==> src/rtl/timed_event_dispatcher_pkg.sv <==
// Shared types and constants for the timed event dispatcher.
package rtio_pkg;

   localparam int unsigned EVT_TS_WIDTH   = 64;
   localparam int unsigned EVT_DATA_WIDTH = 32;

   // One buffered event at the default widths.
   typedef struct packed {
      logic [EVT_TS_WIDTH-1:0]   ts;
      logic [EVT_DATA_WIDTH-1:0] data;
   } event_t;

   typedef enum logic [1:0] {
      IDLE,
      ARMED,
      FIRE
   } dispatcher_state_t;

   // Late-drop counter increment that sticks at all-ones.
   function automatic logic [15:0] sat_inc16(input logic [15:0] v);
      return (v == 16'hFFFF) ? v : v + 16'd1;
   endfunction

endpackage

==> src/rtl/timed_event_dispatcher_if.sv <==
// Host-side event input and downstream event output handshakes.
interface timed_event_dispatcher_if #(
   parameter int unsigned DATA_WIDTH = 32,
   parameter int unsigned TS_WIDTH   = 64
);

   logic                  in_valid;
   logic                  in_ready;
   logic [TS_WIDTH-1:0]   in_timestamp;
   logic [DATA_WIDTH-1:0] in_data;

   logic                  out_valid;
   logic                  out_ready;
   logic [DATA_WIDTH-1:0] out_data;
   logic [TS_WIDTH-1:0]   out_timestamp;

   modport master (
      output in_valid, in_timestamp, in_data, out_ready,
      input  in_ready, out_valid, out_data, out_timestamp
   );

   modport slave (
      input  in_valid, in_timestamp, in_data, out_ready,
      output in_ready, out_valid, out_data, out_timestamp
   );

endinterface

==> src/rtl/timed_event_dispatcher_sync_fifo.sv <==
// Circular-buffer FIFO with wrap-bit pointers and a combinational read port.
module sync_fifo #(
   parameter int unsigned WIDTH = 96,
   parameter int unsigned DEPTH = 16
) (
   input  logic                     clk,
   input  logic                     reset,
   input  logic                     flush_i,
   input  logic                     push_i,
   input  logic [WIDTH-1:0]         wdata_i,
   input  logic                     pop_i,
   output logic [WIDTH-1:0]         rdata_o,
   output logic                     full_o,
   output logic                     empty_o,
   output logic [$clog2(DEPTH):0]   level_o
);

   localparam int unsigned AW = $clog2(DEPTH);

   logic [WIDTH-1:0] mem_q [DEPTH];
   logic [AW:0]      wr_ptr_q, wr_ptr_d;
   logic [AW:0]      rd_ptr_q, rd_ptr_d;
   logic             do_push, do_pop;

   assign empty_o = (wr_ptr_q == rd_ptr_q);
   assign full_o  = (wr_ptr_q[AW] != rd_ptr_q[AW]) &&
                    (wr_ptr_q[AW-1:0] == rd_ptr_q[AW-1:0]);
   assign level_o = wr_ptr_q - rd_ptr_q;
   assign rdata_o = mem_q[rd_ptr_q[AW-1:0]];

   // A push into a full FIFO is allowed only when the head leaves the same cycle.
   assign do_push = push_i && (!full_o || pop_i);
   assign do_pop  = pop_i && !empty_o;

   // Pointer advance; flush discards contents and any same-cycle write.
   always_comb begin
      wr_ptr_d = wr_ptr_q;
      rd_ptr_d = rd_ptr_q;
      if (flush_i) begin
         wr_ptr_d = '0;
         rd_ptr_d = '0;
      end else begin
         if (do_push) wr_ptr_d = wr_ptr_q + (AW+1)'(1);
         if (do_pop)  rd_ptr_d = rd_ptr_q + (AW+1)'(1);
      end
   end

   // Pointer registers.
   always_ff @(posedge clk) begin
      if (reset) begin
         wr_ptr_q <= '0;
         rd_ptr_q <= '0;
      end else begin
         wr_ptr_q <= wr_ptr_d;
         rd_ptr_q <= rd_ptr_d;
      end
   end

   // Storage write port.
   always_ff @(posedge clk) begin
      if (do_push && !flush_i && !reset) mem_q[wr_ptr_q[AW-1:0]] <= wdata_i;
   end

endmodule

==> src/rtl/timed_event_dispatcher.sv <==
// Buffers timestamped events and releases each when the timestamp counter
// reaches it; events whose time has already passed are dropped and counted.
module timed_event_dispatcher
   import rtio_pkg::*;
#(
   parameter int unsigned DATA_WIDTH = EVT_DATA_WIDTH,
   parameter int unsigned DEPTH      = 16,
   parameter int unsigned TS_WIDTH   = EVT_TS_WIDTH
) (
   input  logic                     clk,
   input  logic                     reset,
   input  logic [TS_WIDTH-1:0]      counter,
   timed_event_dispatcher_if.slave  bus,
   input  logic                     flush,
   input  logic                     clear_error,
   output logic                     late_error,
   output logic [15:0]              late_count,
   output logic [$clog2(DEPTH):0]   fill_level
);

   localparam int unsigned EW = TS_WIDTH + DATA_WIDTH;

   typedef struct packed {
      logic [TS_WIDTH-1:0]   ts;
      logic [DATA_WIDTH-1:0] data;
   } evt_t;

   dispatcher_state_t state_q, state_d;
   evt_t              head_q, head_d;
   logic              late_error_q, late_error_d;
   logic [15:0]       late_count_q, late_count_d;

   logic              fifo_full, fifo_empty, fifo_push, fifo_pop;
   logic [EW-1:0]     fifo_wdata, fifo_rdata_raw;
   evt_t              fifo_rdata;

   assign bus.in_ready  = !fifo_full && !reset;
   assign fifo_push     = bus.in_valid && bus.in_ready;
   assign fifo_wdata    = {bus.in_timestamp, bus.in_data};
   assign fifo_rdata    = evt_t'(fifo_rdata_raw);

   // The head register doubles as the output holding register while in FIRE.
   assign bus.out_valid     = (state_q == FIRE);
   assign bus.out_data      = head_q.data;
   assign bus.out_timestamp = head_q.ts;
   assign late_error        = late_error_q;
   assign late_count        = late_count_q;

   sync_fifo #(
      .WIDTH (EW),
      .DEPTH (DEPTH)
   ) u_fifo (
      .clk     (clk),
      .reset   (reset),
      .flush_i (flush),
      .push_i  (fifo_push),
      .wdata_i (fifo_wdata),
      .pop_i   (fifo_pop),
      .rdata_o (fifo_rdata_raw),
      .full_o  (fifo_full),
      .empty_o (fifo_empty),
      .level_o (fill_level)
   );

   // Next-state, head load and late bookkeeping.
   always_comb begin
      state_d      = state_q;
      head_d       = head_q;
      fifo_pop     = 1'b0;
      late_error_d = late_error_q;
      late_count_d = late_count_q;

      // Clear is applied first so a same-cycle late drop still leaves a count of one.
      if (clear_error) begin
         late_error_d = 1'b0;
         late_count_d = '0;
      end

      if (flush) begin
         state_d = IDLE;
         head_d  = '0;
      end else begin
         unique case (state_q)
            IDLE: begin
               if (!fifo_empty) begin
                  fifo_pop = 1'b1;
                  head_d   = fifo_rdata;
                  state_d  = ARMED;
               end
            end
            ARMED: begin
               if (head_q.ts == counter) begin
                  state_d = FIRE;
               end else if (head_q.ts < counter) begin
                  state_d      = IDLE;
                  late_error_d = 1'b1;
                  late_count_d = sat_inc16(late_count_d);
               end
            end
            FIRE: begin
               if (bus.out_ready) begin
                  if (!fifo_empty) begin
                     fifo_pop = 1'b1;
                     head_d   = fifo_rdata;
                     state_d  = ARMED;
                  end else begin
                     state_d = IDLE;
                  end
               end
            end
            default: state_d = IDLE;
         endcase
      end
   end

   // State, head and error registers.
   always_ff @(posedge clk) begin
      if (reset) begin
         state_q      <= IDLE;
         head_q       <= '0;
         late_error_q <= 1'b0;
         late_count_q <= '0;
      end else begin
         state_q      <= state_d;
         head_q       <= head_d;
         late_error_q <= late_error_d;
         late_count_q <= late_count_d;
      end
   end

endmodule

==> src/flat_wrapper.sv <==
// flat-port wrapper written by rule: the top's interface ports become plain ports
module timed_event_dispatcher_flat import rtio_pkg::*;
#(
   parameter int unsigned DATA_WIDTH = EVT_DATA_WIDTH,
   parameter int unsigned DEPTH      = 16,
   parameter int unsigned TS_WIDTH   = EVT_TS_WIDTH
)
  (clk, reset, counter, flush, clear_error, late_error, late_count, fill_level, bus_in_valid, bus_in_timestamp, bus_in_data, bus_out_ready, bus_in_ready, bus_out_valid, bus_out_data, bus_out_timestamp);
  timed_event_dispatcher_if #(.DATA_WIDTH(DATA_WIDTH), .TS_WIDTH(TS_WIDTH)) bus_i ();
  input  logic clk;
  input  logic reset;
  input  logic [TS_WIDTH-1:0] counter;
  input  logic flush;
  input  logic clear_error;
  output logic late_error;
  output logic [15:0] late_count;
  output logic [$clog2(DEPTH):0] fill_level;
  input wire logic [$bits(bus_i.in_valid)-1:0] bus_in_valid;
  input wire logic [$bits(bus_i.in_timestamp)-1:0] bus_in_timestamp;
  input wire logic [$bits(bus_i.in_data)-1:0] bus_in_data;
  input wire logic [$bits(bus_i.out_ready)-1:0] bus_out_ready;
  output wire logic [$bits(bus_i.in_ready)-1:0] bus_in_ready;
  output wire logic [$bits(bus_i.out_valid)-1:0] bus_out_valid;
  output wire logic [$bits(bus_i.out_data)-1:0] bus_out_data;
  output wire logic [$bits(bus_i.out_timestamp)-1:0] bus_out_timestamp;
  assign bus_i.in_valid = bus_in_valid;
  assign bus_i.in_timestamp = bus_in_timestamp;
  assign bus_i.in_data = bus_in_data;
  assign bus_i.out_ready = bus_out_ready;
  assign bus_in_ready = bus_i.in_ready;
  assign bus_out_valid = bus_i.out_valid;
  assign bus_out_data = bus_i.out_data;
  assign bus_out_timestamp = bus_i.out_timestamp;
  timed_event_dispatcher #(.DATA_WIDTH(DATA_WIDTH), .DEPTH(DEPTH), .TS_WIDTH(TS_WIDTH)) u_core (.clk(clk), .reset(reset), .counter(counter), .bus(bus_i), .flush(flush), .clear_error(clear_error), .late_error(late_error), .late_count(late_count), .fill_level(fill_level));
endmodule
==> config.mk <==
export PLATFORM = sky130hd
export DESIGN_NAME = timed_event_dispatcher_flat
export DESIGN_NICKNAME = d
export VERILOG_FILES = /design/src/rtl/timed_event_dispatcher_pkg.sv /design/src/rtl/timed_event_dispatcher_if.sv /design/src/rtl/timed_event_dispatcher_sync_fifo.sv /design/src/rtl/timed_event_dispatcher.sv /design/src/flat_wrapper.sv
export SDC_FILE = /design/constraint.sdc
export NUM_CORES = 2
export LEC_CHECK = 0
export ABC_AREA = 1
export ABC_CLOCK_PERIOD_IN_PS = 7600
export BUFFER_PORTS_ARGS = -buffer_cell sky130_fd_sc_hd__buf_4
export CORE_MARGIN = 8
export CORE_UTILIZATION = 50
export CTS_CLUSTER_SIZE = 20
export DETAILED_ROUTE_END_ITERATION = 8
export PLACE_DENSITY = 0.69
export SLEW_MARGIN = 20
export SYNTH_ARGS = -nofsm -noshare
export SYNTH_HDL_FRONTEND = slang
export SYNTH_SLANG_ARGS = --single-unit
==> constraint.sdc <==
create_clock -name clk -period 7.6 [get_ports clk]
set_clock_uncertainty 0.2 [all_clocks]
set_input_delay 0 -clock clk [delete_from_list [all_inputs] [get_ports clk]]
set_output_delay 0 -clock clk [all_outputs]
set_load 0.02 [all_outputs]
; After elaboration in Yosys (flattened, before gate mapping)
; Memory sizes are Yosys's and may differ from the RTL's. A register that Yosys moved wholly into a read port is not among the register bits.
; Index checks and enable logic that the tools add are counted.
[op_classes]
n_lt_le_gt_ge = 1
n_mux = 28
eq_ne = 10
addsub = 4
n_reduce_logical = 17
[op_table]
columns = op, count
row1 = $mux W96, 2
row2 = $pmux W96 S2, 1
row3 = $mux W16, 6
row4 = $eq A64 B64 Y1, 1
row5 = $lt A64 B64 Y1, 1
row6 = $add A16 B1 Y16 const B, 1
row7 = $eq A16 B16 Y1 const B, 1
row8 = $mux W1, 11
row9 = $add A5 B1 Y5 const B, 2
row10 = $mux W2, 4
row11 = $mux W4, 2
row12 = $logic_and A1 B1 Y1, 7
row13 = $pmux W2 S3, 1
row14 = $eq A5 B5 Y1, 1
row15 = $sub A5 B5 Y5, 1
row16 = $eq A4 B4 Y1, 1
row17 = $logic_not A1 Y1, 4
row18 = $ne A2 B2 Y1 const B, 2
row19 = $ne A3 B1 Y1 const B, 1
row20 = $reduce_and A3 Y1, 1
row21 = $eq A2 B1 Y1 const B, 1
row22 = $eq A2 B2 Y1 const B, 1
row23 = $logic_not A2 Y1, 1
row24 = $pmux W1 S2, 1
row25 = 5 further kinds, 5
[word_totals]
n_memories = 1
input_bits = 166
mem_bits_rw = 1536
reg_bits = 125
word_cells = 68
output_inout_bits = 120
[mem_list]
columns = memory, depth, width, rd, rd_clocked_by_memory_dff, write_ports, line_no
row1 = u_core.u_fifo.mem_q, 16, 96, 1, 1, 1, timed_event_dispatcher_sync_fifo.sv:20  ; logic [WIDTH-1:0] mem_q [DEPTH];

; Longest topological paths before layout
[logic_depth]
depth_word = 11
ltp_mapped = 20
mapped_depth_nobuf = 20

; Modules after synthesis
; Synthesis repeated with hierarchy kept, for this count alone.
[hier_totals]
hier_cells = 7222
area_unflattened_um2 = 72852.4
[modules_own_cells]
columns = module, seq_area_each_um2, n_inst, cells_per_inst, area_per_inst_um2
row1 = sync_fifo, 46404.5, 1, 6333, 66586.4
row2 = timed_event_dispatcher, 2302.2, 1, 889, 6266.0

; Least setup slack after synthesis
; Ideal clock, no wire load.
[synth_timing]
path_kind = register -> register
from = reg u_core.u_fifo.wr_ptr_q[0]
to = mem u_core.u_fifo.mem_q[11][0], enable pin
period_less_slack_ps = 6551
setup_time_ps = 551
t_arrival_ps = 5800
required_time_ps = 6849
slack_ps = 1049
path_stages_with_launch = 12
n_path_buf = 0
cell_sequence = dfxtp_1 inv_1 ha_1 nand3_1 nor2_1 a21oi_1 nand2_1 inv_1 nand2_1 inv_1 nand2_1 nor2_1
[synth_via]
elab_cells_between_ends = 16
classes_between = eq/ne: 2 / mux: 6 / reduce/logical: 8
[synth_lines]
columns = element, line_no
row1 = start: declaration, timed_event_dispatcher_sync_fifo.sv:21  ; logic [AW:0] wr_ptr_q, wr_ptr_d;
row2 = start signal: assignment, timed_event_dispatcher_sync_fifo.sv:54  ; wr_ptr_q <= wr_ptr_d;
row3 = $eq A4 B4 Y1, timed_event_dispatcher_sync_fifo.sv:27  ; (wr_ptr_q[AW-1:0] == rd_ptr_q[AW-1:0]);
row4 = $logic_and A1 B1 Y1, timed_event_dispatcher_sync_fifo.sv:26  ; assign full_o = (wr_ptr_q[AW] != rd_ptr_q[AW]) &&
row5 = $logic_not A1 Y1, timed_event_dispatcher.sv:37  ; assign bus.in_ready = !fifo_full && !reset;
row6 = $logic_and A1 B1 Y1, timed_event_dispatcher.sv:37
row7 = net bus_in_ready, flat_wrapper.sv:22  ; output wire logic [$bits(bus_i.in_ready)-1:0] bus_in_ready;
row8 = $logic_and A1 B1 Y1, timed_event_dispatcher.sv:38  ; assign fifo_push = bus.in_valid && bus.in_ready;
row9 = $logic_and A1 B1 Y1, timed_event_dispatcher_sync_fifo.sv:32  ; assign do_push = push_i && (!full_o || pop_i);
row10 = $logic_and A1 B1 Y1 (2 in a row), timed_event_dispatcher_sync_fifo.sv:61  ; if (do_push && !flush_i && !reset) mem_q[wr_ptr_q[AW-1:0]] <= wdata_i;
row11 = $mux W1, timed_event_dispatcher_sync_fifo.sv:61
row12 = $mux W1 (implied by the code), timed_event_dispatcher_sync_fifo.sv:61
row13 = end: declaration, timed_event_dispatcher_sync_fifo.sv:20
; The timed path passes the listed nets, and every way through them passes these cells.

; Final worst setup path
[layout_timing]
from = reg u_core.u_fifo.wr_ptr_q[0]
to = mem u_core.u_fifo.mem_q[15][69], enable pin
[layout_via]
elab_chain_cells = 11
elab_cells_between_ends = 16
classes_between = eq/ne: 2 / mux: 6 / reduce/logical: 8
[layout_lines]
columns = element, line_no
row1 = $eq A5 B5 Y1, timed_event_dispatcher_sync_fifo.sv:25  ; assign empty_o = (wr_ptr_q == rd_ptr_q);
row2 = $mux W1, "timed_event_dispatcher.sv:85, timed_event_dispatcher.sv:102"
row3 = $mux W1, timed_event_dispatcher.sv:101  ; if (bus.out_ready) begin
row4 = $pmux W1 S2, timed_event_dispatcher.sv:83  ; unique case (state_q)
row5 = $mux W1, timed_event_dispatcher.sv:79  ; if (flush) begin
row6 = $logic_or A1 B1 Y1, timed_event_dispatcher_sync_fifo.sv:32
row7 = $logic_and A1 B1 Y1, timed_event_dispatcher_sync_fifo.sv:32
row8 = $logic_and A1 B1 Y1 (2 in a row), timed_event_dispatcher_sync_fifo.sv:61
row9 = $mux W1, timed_event_dispatcher_sync_fifo.sv:61
row10 = $mux W1 (implied by the code), timed_event_dispatcher_sync_fifo.sv:61
; Parallel ways exist; a longest one is shown, timed or not.

==> metrics.md <==
| Metric | Value |
|---|---|
| Status | completed |
| Max Clock Freq | 237.9 MHz |
| Hold depth | 2 |
| Largest net degree at the start of global routing | 211 |
| Share of cells above drive strength 1 | 12.62% |
| Post-CTS Hold Fix Bufs | 204 |
| Worst path top cell family by delay | simple AND/OR/NAND/NOR gates |
| Multi-input logic area | 15860 sq um |
| DRC Markers | 0 |
| Finished Cell Area | 79370 sq um |
| Worst VDD drop | 237.4 uV |
| Max stage delay cell, worst path | buf_4 |
| Clk pwr share | 41.8% |
| Fin. Hold Viols | 0 |
| Finished Core Util | 58.59% |
| DRT iter0 DRCs | 4124 |
| Setup_tns | 0 ns |
| Pleak | 27.70 nW |
| Net switching power | 4.108 mW |
| Crit path cell chain | inv_1 -> ha_1 -> nand3_1 -> nor2_1 -> a21oi_1 -> nand2_1 -> inv_1 -> nand2_1 -> inv_1 -> nand2_1 -> nor2_4 -> buf_4 |
| Minimum hold slack | 0.1000 ns |
| Max Slew Vio Count | 0 |
| Reg area | 48720 sq um |
| Clk sinks | 1665 |
| Sequential fraction of the synthesis area | 71.35% |
| Root Buffer | clkbuf_16 |
| Int Power | 15.19 mW |
| Placed Instance Area | 71880 sq um |
| Critical Path Stages | 12 |
| Clock latency on the worst-skew pair | 0.78 ns |
| Area of the die | 148600 sq um |
| Async SR Flop Fraction | 0% |
| Comb power frac | 5.8% |
| Routed length per instance | 23.45 um |
| Placer Congestion | 0.8266 |
| GRT Overall Usage | 22.46% |
| RSZ-0062 raised after global routing | no |
| Initial core utilization | 50.39% |
| Via count | 41559 |
| Synth Warn # | 0 |
| IO Pins | 286 |
| Cell Area, Synth | 68260 sq um |
| HP Class | in -> reg |
| Die X | 385.5 um |
| FF+latch count, synth | 1665 |
| Sw frac | 21.29% |
| First-pass GRT wire length | 254.1 mm |
| CP arrival | 4.38 ns |
| Number of synthesized flops with an enable pin | 1536 |
| Port Buffers | 285 |
| Post-route ant nets | 0 |
| Critical Path Source Type | flop |
| DR pass1 iterations | 5 |
| Worst Path Required | 7.78 ns |
| WP buf/inv | 4 |
| Final-layout fill cell count | 10400 |
| Slew @ Worst Pin | 1.165 ns |
| Drt via density | 5.698 |
| Area Growth Syn to Fin | 16.28% |
| H-Tree Depth | 4 |
| Overflow after GRT | 0 |
| Max-Slew Margin vs Limit | 22.35% |
| Die Ht | 385.5 um |
| CTS tree | built |
| Longest Clk Path Bufs | 3 |
| Period minus WS final | 4.204 ns |
| Final setup viols | 0 |
| CP Capture Type | flop |
| Core Region | 135500 sq um |
| Synthesized area per cell | 13.77 sq um |
| Core Rows | 135 |
| Cells after synthesis | 4956 |
| Num CTS Buffers | 165 |
| HPWL after DPL | 87.18 mm |
| Crit share post-route | 55.32% |
| Clock Pin Slew Worst Setup and Hold Paths | 0.06 ns |
| Initial antenna violation count | 9 |
| Setup bufs post-CTS | 0 |
| Yosys cell types | 46 |
| Post-Place Setup Slack | 3.486 ns |
| Most used DFF post-synth | edfxtp_1 |
| R2R depth | 12 |
| PD cells | 243.1 nW/um^2 |
| Post-cts sizing count | 0 |
| Net Count, Synth | 5197 |
| Nets | 5607 |
| Crit Path Max Fanout | 44 |
| Vias in the first global route | 40715 |
| Setup ws final | 3.396 ns |
| Reg power frac | 52.4% |
| Total of max-cap violations | 0 |
| Routed WL | 171.0 mm |
| CP Class | reg -> reg |
| CP peak stage delay | 0.85 ns |
[path summary, 6_finish.rpt]
path | start | to | slack (ns)
setup / recovery | u_core.u_fifo.wr_ptr_q[0] | u_core.u_fifo.mem_q[15][69] | 3.40
hold / removal | bus_in_timestamp[63] | u_core.u_fifo.mem_q[2][95] | 0.10
setup reg to reg | u_core.u_fifo.wr_ptr_q[0] | u_core.u_fifo.mem_q[15][69] | 3.40
hold reg to reg | u_core.u_fifo.wr_ptr_q[4] | u_core.u_fifo.wr_ptr_q[4] | 0.32
[sequential cells by signal, indices dropped and copies added (netlist names), named ones only]
signal	flops
u_core.late_count	16
u_core.u_fifo.mem_q	1536
u_core.bus.out_timestamp	64
u_core.state_q	2
u_core.u_fifo.wr_ptr_q	5
u_core.u_fifo.rd_ptr_q	5
u_core.late_error	1
u_core.bus.out_data	32
[synthesized netlist by cell type, types with 95 or more instances]
master | instances | area (sq um)
nand3_1 | 210 | 1051
nand2_1 | 136 | 510.5
mux2i_1 | 384 | 3844
o21ai_0 | 418 | 2092
clkbuf_1 | 177 | 664.4
nor2_1 | 101 | 379.1
inv_1 | 614 | 2305
dfxtp_1 | 129 | 2582
edfxtp_1 | 1536 | 46120
a21oi_1 | 356 | 1782
o211ai_1 | 381 | 2860
a31o_1 | 95 | 832.1
[power by group through the flow]
stage | combinational (mW) | clock (mW) | sequential [mW]
6_report | 1.13 | 8.07 | 10.1
5_1_grt | 1.23 | 8.52 | 10.1
4_1_cts | 1.12 | 8.18 | 10.1
3_5_place_dp | 1.03 | 0 | 10.3
3_3_place_gp | 0.999 | 0 | 10.3
2_1_floorplan | 0.610 | 0 | 10.3
[cells in the final DEF (no fill, tap or decap), drive strengths merged, types with 3 or more instances in the layout]
cell type | Yosys | final
nor3b | 3 | 3
clkbuf | 181 | 251
xor2 | 3 | 3
inv | 618 | 627
dfxtp | 129 | 129
diode | 0 | 5
bufinv | 0 | 11
nand4 | 7 | 7
o21a | 4 | 4
a21o | 4 | 4
nor3 | 7 | 7
o21ai | 501 | 501
nand3 | 212 | 212
a21oi | 433 | 433
mux2i | 384 | 384
ha | 74 | 74
o211ai | 381 | 381
nand2 | 139 | 139
edfxtp | 1536 | 1536
a31o | 95 | 95
buf | 128 | 348
dlygate4sd3 | 0 | 204
nor2 | 105 | 105
clkinv | 2 | 40
[worst register-to-register path: cells and delay by family, from the launching register on]
family / cells / cell delay [ns]
flops: 1 / 0.40
compound gates: 1 / 0.19
simple gates: 6 / 1.46
buf+inv: 4 / 1.17
fa+ha+maj: 1 / 0.35
[final cells by class]
type	count	area share [%]
Clock inverter	58	0.7960
Inverter	620	2.973
Clock buffer	251	5.995
Timing Repair Buffer	552	6.056
Multi-Input combinational cell	2362	19.98
Tap cell	1781	2.807
Sequential cell	1665	61.38
Antenna cell	5	0.01576
[metrics by stage]
step	total power, mW	std cells
floorplan	10.92	4956
global placement	11.30	6774
detailed placement	11.32	6774
CTS	19.40	7287
global route	19.86	7290
finish	19.30	7294
[metal layers]
metal	vias to the layer above	share of wire, %	GRT usage, %
li1	19180	-	-
met1	20624	41	30.24
met2	1543	49	38.10
met3	210	7.7	4.158
met4	2	1.7	5.154
met5	-	0.0070	0
[cells by family after synthesis]
| family | count (synthesis) | synth area share, % |
|---|---|---|
| simple gates | 477 | 3.162 |
| buf+inv | 929 | 5.609 |
| flops | 1665 | 71.35 |
| xor+xnor | 4 | 0.05133 |
| compound gates | 1422 | 12.81 |
| fa+ha+maj | 75 | 1.386 |
| mux | 384 | 5.631 |
(Power assumes the default switching activity.)
